==> config.mk <==
export PLATFORM = sky130hd
export DESIGN_NAME = ps2_key_tracker_flat
export DESIGN_NICKNAME = d
export VERILOG_FILES = /design/src/rtl/ps2_key_tracker_if.sv /design/src/rtl/ps2_key_tracker.sv /design/src/flat_wrapper.sv
export SDC_FILE = /design/constraint.sdc
export NUM_CORES = 1
export LEC_CHECK = 0
export ABC_AREA = 1
export CORE_MARGIN = 4
export CORE_UTILIZATION = 55
export CTS_CLUSTER_DIAMETER = 60
export DETAILED_ROUTE_END_ITERATION = 12
export GPL_TIMING_DRIVEN = 0
export PLACE_DENSITY = 0.73
export SYNTH_ARGS = -nofsm -noshare
export SYNTH_HDL_FRONTEND = slang
export SYNTH_SLANG_ARGS = --single-unit
==> constraint.sdc <==
create_clock -name Clk -period 1.9 [get_ports Clk]
set_input_delay 0.19 -clock Clk [delete_from_list [all_inputs] [get_ports Clk]]
set_output_delay 0.19 -clock Clk [all_outputs]
set_load 0.05 [all_outputs]
==> src/rtl/ps2_key_tracker_if.sv <==
`default_nettype none
`timescale 1ns/1ps
// ============================================================================
// Module      : ps2_key_tracker_if
// Description : Bundles the raw PS/2 pins with the decoded key flags and the
//               receive status pulses of ps2_key_tracker. The master side is
//               the tracker, which reads the pins and drives the key outputs.
// Revision    : 1.0 - initial release
// ============================================================================
interface ps2_key_tracker_if;
  // Raw PS/2 pins, asynchronous to Clk, idle high
  logic       ps2_clk;
  logic       ps2_data;

  // Fireboy keys
  logic       w_key;
  logic       a_key;
  logic       d_key;

  // Watergirl keys
  logic       up_key;
  logic       left_key;
  logic       right_key;

  logic       enter_key;

  // Receiver status
  logic [7:0] code;
  logic       code_valid;
  logic       frame_err;

  modport master (
    input  ps2_clk, ps2_data,
    output w_key, a_key, d_key,
    output up_key, left_key, right_key,
    output enter_key,
    output code, code_valid, frame_err
  );

  modport slave (
    output ps2_clk, ps2_data,
    input  w_key, a_key, d_key,
    input  up_key, left_key, right_key,
    input  enter_key,
    input  code, code_valid, frame_err
  );
endinterface
`default_nettype wire

==> src/rtl/ps2_key_tracker.sv <==
`default_nettype none
`timescale 1ns/1ps
// ============================================================================
// Module      : ps2_key_tracker
// Description : PS/2 keyboard receiver (scan code set 2). Synchronizes the
//               pins, deframes 11-bit frames with parity/stop/timeout checks
//               and keeps one held/released flag per game key.
// Revision    : 1.0 - initial release
// ============================================================================
module ps2_key_tracker #(
  parameter int TIMEOUT_CYCLES = 50000
) (
  input  logic               Clk,
  input  logic               Reset,
  ps2_key_tracker_if.master  bus
);

  // --------------------------------------------------------------------------
  // Constants
  // --------------------------------------------------------------------------
  localparam int                c_TMO_W    = $clog2(TIMEOUT_CYCLES + 1);
  localparam logic [c_TMO_W-1:0] c_TMO_LAST = c_TMO_W'(TIMEOUT_CYCLES - 1);
  localparam logic [3:0]        c_STOP_BIT = 4'd9;

  localparam logic [7:0] c_CODE_EXT      = 8'hE0;
  localparam logic [7:0] c_CODE_BRK      = 8'hF0;
  localparam logic [7:0] c_CODE_PAUSE    = 8'hE1;
  localparam logic [7:0] c_CODE_SELFTEST = 8'hAA;

  localparam logic [7:0] c_CODE_W     = 8'h1D;
  localparam logic [7:0] c_CODE_A     = 8'h1C;
  localparam logic [7:0] c_CODE_D     = 8'h23;
  localparam logic [7:0] c_CODE_ENTER = 8'h5A;
  localparam logic [7:0] c_CODE_UP    = 8'h75;
  localparam logic [7:0] c_CODE_LEFT  = 8'h6B;
  localparam logic [7:0] c_CODE_RIGHT = 8'h74;

  typedef enum logic [0:0] {
    ST_IDLE  = 1'b0,
    ST_SHIFT = 1'b1
  } state_t;

  // --------------------------------------------------------------------------
  // Signals
  // --------------------------------------------------------------------------
  logic               r_clk_s1;
  logic               r_clk_s2;
  logic               r_clk_prev;
  logic               r_dat_s1;
  logic               r_dat_s2;
  logic               w_fall;
  logic               w_bit;

  state_t             r_state;
  logic [3:0]         r_bit_cnt;
  logic [8:0]         r_shift;
  logic [c_TMO_W-1:0] r_tmo_cnt;
  logic [7:0]         r_code;
  logic               r_code_valid;
  logic               r_frame_err;

  logic               r_ext;
  logic               r_brk;
  logic               r_w_key;
  logic               r_a_key;
  logic               r_d_key;
  logic               r_up_key;
  logic               r_left_key;
  logic               r_right_key;
  logic               r_enter_key;

  // --------------------------------------------------------------------------
  // Synchronizer: two flops per pin plus an edge-detect flop on the clock.
  // Everything resets to the idle-high level so no edge is seen after reset.
  // --------------------------------------------------------------------------
  always_ff @(posedge Clk) begin
    if (Reset) begin
      r_clk_s1   <= 1'b1;
      r_clk_s2   <= 1'b1;
      r_clk_prev <= 1'b1;
      r_dat_s1   <= 1'b1;
      r_dat_s2   <= 1'b1;
    end else begin
      r_clk_s1   <= bus.ps2_clk;
      r_clk_s2   <= r_clk_s1;
      r_clk_prev <= r_clk_s2;
      r_dat_s1   <= bus.ps2_data;
      r_dat_s2   <= r_dat_s1;
    end
  end

  // Data travels through the same depth as the clock, so it is sampled
  // with the same alignment the keyboard gave it on the pins.
  assign w_fall = r_clk_prev & ~r_clk_s2;
  assign w_bit  = r_dat_s2;

  // --------------------------------------------------------------------------
  // Frame receiver: start bit, 8 data bits LSB first, odd parity, stop.
  // A mid-frame stall longer than TIMEOUT_CYCLES aborts with an error.
  // --------------------------------------------------------------------------
  always_ff @(posedge Clk) begin
    if (Reset) begin
      r_state      <= ST_IDLE;
      r_bit_cnt    <= 4'd0;
      r_shift      <= 9'd0;
      r_tmo_cnt    <= '0;
      r_code       <= 8'h00;
      r_code_valid <= 1'b0;
      r_frame_err  <= 1'b0;
    end else begin
      r_code_valid <= 1'b0;
      r_frame_err  <= 1'b0;
      case (r_state)
        ST_IDLE: begin
          r_tmo_cnt <= '0;
          r_bit_cnt <= 4'd0;
          // A high "start bit" is line noise and is simply ignored
          if (w_fall && !w_bit) begin
            r_state <= ST_SHIFT;
          end
        end
        ST_SHIFT: begin
          // An edge in the same cycle as the timeout takes priority
          if (w_fall) begin
            r_tmo_cnt <= '0;
            if (r_bit_cnt == c_STOP_BIT) begin
              // Data + parity must hold an odd count of ones, stop must be 1
              if ((^r_shift) && w_bit) begin
                r_code       <= r_shift[7:0];
                r_code_valid <= 1'b1;
              end else begin
                r_frame_err  <= 1'b1;
              end
              r_state   <= ST_IDLE;
              r_bit_cnt <= 4'd0;
            end else begin
              // Shift in from the top so data bit 0 ends up in r_shift[0]
              r_shift   <= {w_bit, r_shift[8:1]};
              r_bit_cnt <= r_bit_cnt + 4'd1;
            end
          end else if (r_tmo_cnt == c_TMO_LAST) begin
            r_frame_err <= 1'b1;
            r_state     <= ST_IDLE;
            r_tmo_cnt   <= '0;
            r_bit_cnt   <= 4'd0;
          end else begin
            r_tmo_cnt <= r_tmo_cnt + 1'b1;
          end
        end
        default: begin
          r_state <= ST_IDLE;
        end
      endcase
    end
  end

  // --------------------------------------------------------------------------
  // Scan decoder: tracks E0/F0 prefixes and updates the mapped key flags.
  // The extended prefix is part of the match, so keypad and arrow codes
  // sharing a byte value stay distinct.
  // --------------------------------------------------------------------------
  always_ff @(posedge Clk) begin
    if (Reset) begin
      r_ext       <= 1'b0;
      r_brk       <= 1'b0;
      r_w_key     <= 1'b0;
      r_a_key     <= 1'b0;
      r_d_key     <= 1'b0;
      r_up_key    <= 1'b0;
      r_left_key  <= 1'b0;
      r_right_key <= 1'b0;
      r_enter_key <= 1'b0;
    end else if (r_frame_err) begin
      // A corrupted byte may have been part of a prefixed sequence
      r_ext <= 1'b0;
      r_brk <= 1'b0;
    end else if (r_code_valid) begin
      if (r_code == c_CODE_EXT) begin
        r_ext <= 1'b1;
      end else if (r_code == c_CODE_BRK) begin
        r_brk <= 1'b1;
      end else if (r_code == c_CODE_PAUSE) begin
        r_ext <= r_ext;
      end else if ((r_code == c_CODE_SELFTEST) && !r_ext) begin
        // Keyboard power-on self-test passed: nothing can be held
        r_ext       <= 1'b0;
        r_brk       <= 1'b0;
        r_w_key     <= 1'b0;
        r_a_key     <= 1'b0;
        r_d_key     <= 1'b0;
        r_up_key    <= 1'b0;
        r_left_key  <= 1'b0;
        r_right_key <= 1'b0;
        r_enter_key <= 1'b0;
      end else begin
        if (r_ext) begin
          case (r_code)
            c_CODE_UP:    r_up_key    <= ~r_brk;
            c_CODE_LEFT:  r_left_key  <= ~r_brk;
            c_CODE_RIGHT: r_right_key <= ~r_brk;
            default:      ;
          endcase
        end else begin
          case (r_code)
            c_CODE_W:     r_w_key     <= ~r_brk;
            c_CODE_A:     r_a_key     <= ~r_brk;
            c_CODE_D:     r_d_key     <= ~r_brk;
            c_CODE_ENTER: r_enter_key <= ~r_brk;
            default:      ;
          endcase
        end
        r_ext <= 1'b0;
        r_brk <= 1'b0;
      end
    end
  end

  // --------------------------------------------------------------------------
  // Outputs, all straight from registers
  // --------------------------------------------------------------------------
  assign bus.w_key      = r_w_key;
  assign bus.a_key      = r_a_key;
  assign bus.d_key      = r_d_key;
  assign bus.up_key     = r_up_key;
  assign bus.left_key   = r_left_key;
  assign bus.right_key  = r_right_key;
  assign bus.enter_key  = r_enter_key;
  assign bus.code       = r_code;
  assign bus.code_valid = r_code_valid;
  assign bus.frame_err  = r_frame_err;

endmodule
`default_nettype wire

==> src/flat_wrapper.sv <==
// flat-port wrapper written by rule: the top's interface ports become plain ports
module ps2_key_tracker_flat 
#(
  parameter int TIMEOUT_CYCLES = 50000
)
  (Clk, Reset, bus_ps2_clk, bus_ps2_data, bus_w_key, bus_a_key, bus_d_key, bus_up_key, bus_left_key, bus_right_key, bus_enter_key, bus_code, bus_code_valid, bus_frame_err);
  ps2_key_tracker_if bus_i ();
  input  logic Clk;
  input  logic Reset;
  input wire logic [$bits(bus_i.ps2_clk)-1:0] bus_ps2_clk;
  input wire logic [$bits(bus_i.ps2_data)-1:0] bus_ps2_data;
  output wire logic [$bits(bus_i.w_key)-1:0] bus_w_key;
  output wire logic [$bits(bus_i.a_key)-1:0] bus_a_key;
  output wire logic [$bits(bus_i.d_key)-1:0] bus_d_key;
  output wire logic [$bits(bus_i.up_key)-1:0] bus_up_key;
  output wire logic [$bits(bus_i.left_key)-1:0] bus_left_key;
  output wire logic [$bits(bus_i.right_key)-1:0] bus_right_key;
  output wire logic [$bits(bus_i.enter_key)-1:0] bus_enter_key;
  output wire logic [$bits(bus_i.code)-1:0] bus_code;
  output wire logic [$bits(bus_i.code_valid)-1:0] bus_code_valid;
  output wire logic [$bits(bus_i.frame_err)-1:0] bus_frame_err;
  assign bus_i.ps2_clk = bus_ps2_clk;
  assign bus_i.ps2_data = bus_ps2_data;
  assign bus_w_key = bus_i.w_key;
  assign bus_a_key = bus_i.a_key;
  assign bus_d_key = bus_i.d_key;
  assign bus_up_key = bus_i.up_key;
  assign bus_left_key = bus_i.left_key;
  assign bus_right_key = bus_i.right_key;
  assign bus_enter_key = bus_i.enter_key;
  assign bus_code = bus_i.code;
  assign bus_code_valid = bus_i.code_valid;
  assign bus_frame_err = bus_i.frame_err;
  ps2_key_tracker #(.TIMEOUT_CYCLES(TIMEOUT_CYCLES)) u_core (.Clk(Clk), .Reset(Reset), .bus(bus_i));
endmodule
==> flow_summary_export.csv <==
group,metric,value,unit
routing,num_vias,2418,
routing,firstDrtPassIters,4,
cells_and_area,antennaDiodeCount,0,
logic_synthesis,syn-num-nets,401,
power,swShare,0.229,
die,dieArea,6190,µm²
logic_synthesis,syn_area,2750,µm²
grt,grt_max_degree,19,
cts,cts_max_path_buffers,2,
setup_path,crit_buf_inv,1,
power,leakagePower,1.24,nW
power,p_clk_frac,0.355,
cells_and_area,fin_util,0.657,
hold_path,min_path_type,"in2reg",
timing,slew_headroom,0.667,
logic_synthesis,yosysSeqAreaShare,0.393,
logic_synthesis,synth_seq_cells,54,
power,pwr-share-seq,0.620,
timing,setup-tns-final,0,ps
power,netSwitchingPower,0.000420,W
cts,htreeDepth,2,
cells_and_area,fin_nets,429,
die,pin_count,21,
setup_path,cp-start-kind,"flip-flop",
timing,max_clock_freq,547,MHz
timing,hold_viol,0,
setup_path,rrSetupSlack,170,ps
grt,antenna_found_initial,0,
hold_path,min_from,"Reset",
cells_and_area,finalInstanceArea,3150,µm²
logic_synthesis,synth_cell_types,33,
setup_path,crit_fanout,5,
routing,drt-vias-per-instance,4.93,
outcome,status,"finished, final reports clean",
grt,grt_pass1_vias,2182,
place,gp_congestion,0.871,
place,dpl.hpwl,4.03,mm
place,port_buffers,19,
power,combPwrFrac,0.025,
routing,wl,5.33,mm
logic_synthesis,yosysTopAreaCellShare,0.393,
setup_path,critPathSlowestCell,"clkdlybuf4s50_1",
power,p_int,0.00142,W
cells_and_area,area_growth,14.4,%
logic_synthesis,synth-xor-area-share,0.0350,
setup_path,rr_startpoint,"u_core.r_tmo_cnt[0]",
grt,grt_use_met3,0.0340,
power,p_per_area,584,nW/µm²
setup_path,endpoint_kind,"output port",
cells_and_area,final_cell_mix,"82 x nand2_1, 58 x nor2_1, 56 x inv_1",
timing,setup_slack,70.6,ps
cells_and_area,fillers,456,
cells_and_area,layout_commonest_cell,"nand2_1",
place,place_inst,480,
routing,ant_nets,0,
routing,wl_per_cell,10.9,µm
cts,cts_buffers,5,
grt,grt_util_met1,0.236,
die,coreArea,4790,µm²
timing,finalMaxSlewViolations,0,
logic_synthesis,avgSynthCellArea,6.98,µm²
place,pre_cts_ws,144,ps
power,vdd_ir_drop_max,412,µV
grt,grt_usage,0.184,
grt,grt_busiest_layer,"met2",
logic_synthesis,synth_simple_gate_area_frac,0.386,
routing,drt_iter0_drc,59,
routing,drc,0,
logic_synthesis,ys_top_cells_by_area,"dfxtp_1 39%, nand2_1 11%, nor2_1 7.9%, inv_1 7.6%, nand3_1 5.3%",
setup_path,cp.required,1710,ps
setup_path,critPathTopFamily,"buffers and inverters",
logic_synthesis,synth_compound_gate_area_share,0.0778,
cts,cts_sinks,54,
cts,clkTransAtPathRegs,100,ps
timing,skew,10.4,ps
place,postPlaceCellArea,3020,µm²
die,die-height,78.7,µm
die,fp-row-count,25,
logic_synthesis,synth_mux_area_frac,0,
cts,cts_hold_buf,0,
grt,grt_first_pass_wirelength,9.29,mm
logic_synthesis,synthCells,394,
logic_synthesis,yosysTopAreaCell,"dfxtp_1",
cells_and_area,drive_above_1_share,0.113,
logic_synthesis,ys.warnings.count,0,
die,die_w,78.7,µm
timing,finalCritPeriodShare,0.963,
setup_path,max_stage_delay,850,ps
setup_path,crit_chain,"clkdlybuf4s50_1",
setup_path,timing.critical_path.from,"u_core.bus.code[5]",
cts,cts-root-buf,"clkbuf_8",
cells_and_area,instances_no_fill,490,
timing,layout_min_cycle_time,1830,ps
job,drv_cap,0,
timing,rsz0062_at_grt,"no",
cts,clock_latency,300,ps
setup_path,critical_path_class,"reg2out",
logic_synthesis,synth_top_family_by_area,"simple AND/OR/NAND/NOR gates",
die,start_util,0.574,
grt,grt_overflow,0,
logic_synthesis,synth_fa_ha_area_frac,0.0137,
cts,cts_tree,"yes",
timing,setup_violations,0,
timing,max_slew.worst_pin.slew,499,ps
grt,grt_use_met2,0.317,
setup_path,cp.arrival,1640,ps
worst register-to-register path, stage by stage, from the launching register on:
cell	delay (ps)
dfxtp_1	370
ha_1	180
nand2_1	100
inv_1	100
nand2_1	80
nor2_1	170
nand3_2	140
nand3_4	160
buf_2	240
nor2_1	70
final cells by class:
type,count,area (µm²),area share
Multi-Input combinational cell,272,1420,0.452
Clock buffer,5,68.8,0.0219
Buffer,6,25.0,0.00796
Sequential cell,54,1080,0.344
Clock inverter,3,23.8,0.00756
Tap cell,67,83.8,0.0267
Timing Repair Buffer,21,208,0.0660
Inverter,62,233,0.0740
synth_stat cells (all sizes together):
| master | number |
|---|---|
| nand2 | 88 |
| nor2 | 69 |
| inv | 62 |
| dfxtp | 54 |
| nand3 | 32 |
| a21oi | 20 |
| o21ai | 17 |
| nand4 | 14 |
| nor3 | 8 |
| xor2 | 8 |
| clkbuf | 4 |
| or2 | 4 |
| ha | 3 |
| xnor2 | 3 |
| buf | 2 |
| a211oi | 1 |
| nand3b | 1 |
| nor3b | 1 |
| o32ai | 1 |
| o41ai | 1 |
| or3 | 1 |
layer usage:
layer	vias up	wire length, µm
li1	1299	-
met1	1078	2650
met2	35	2450
met3	6	173
met4	0	63
met5	-	0
what timing repair did:
| action | 4_1_cts | 5_1_grt |
|---|---|---|
| gates resized for setup | 0 | 3 |
| setup buffers | 0 | 2 |
| setup endpoints to repair | 0 | 14 |
power groups by stage:
stage	sequential, W	combinational [W]	clock [W]
2_1_floorplan	0.00116	0.0000320	0
3_3_place_gp	0.00117	0.0000445	0
3_5_place_dp	0.00117	0.0000453	0
4_1_cts	0.00114	0.0000453	0.000673
5_1_grt	0.00114	0.0000527	0.000736
6_report	0.00114	0.0000464	0.000652
sequential cells by signal (all words and copies together) (netlist names), 4 cells and up:
name,count
u_core.bus.code,8
u_core.r_shift,9
u_core.r_tmo_cnt,16
u_core.r_bit_cnt,4
path summary, 6_finish.rpt:
kind                           end  depth (start not counted)
min reg2reg        u_core.r_dat_s2                          1
min          u_core.bus.code_valid                          2
max reg2reg   u_core.r_tmo_cnt[11]                          9
max                    bus_code[5]                          1
kinds of logic (layout without fill, tap and decap cells):
family                     after synthesis  after routing
buffers and inverters                   68             97
DFF                                     54             54
xor gates and xnor gates                11             11
adders and majority gates                3              3
AOI/OAI and AO/OA                       40             40
and+or+nand+nor                        218            218
through the flow:
| step | total power [W] | hold WS [ps] |
|---|---|---|
| 2_1_floorplan | 0.00120 | 294 |
| 3_3_place_gp | 0.00121 | 390 |
| 3_5_place_dp | 0.00121 | 398 |
| 4_1_cts | 0.00186 | 340 |
| 5_1_grt | 0.00193 | 403 |
| 6_report | 0.00184 | 352 |
Note: power is estimated with default switching activity, not from simulation.
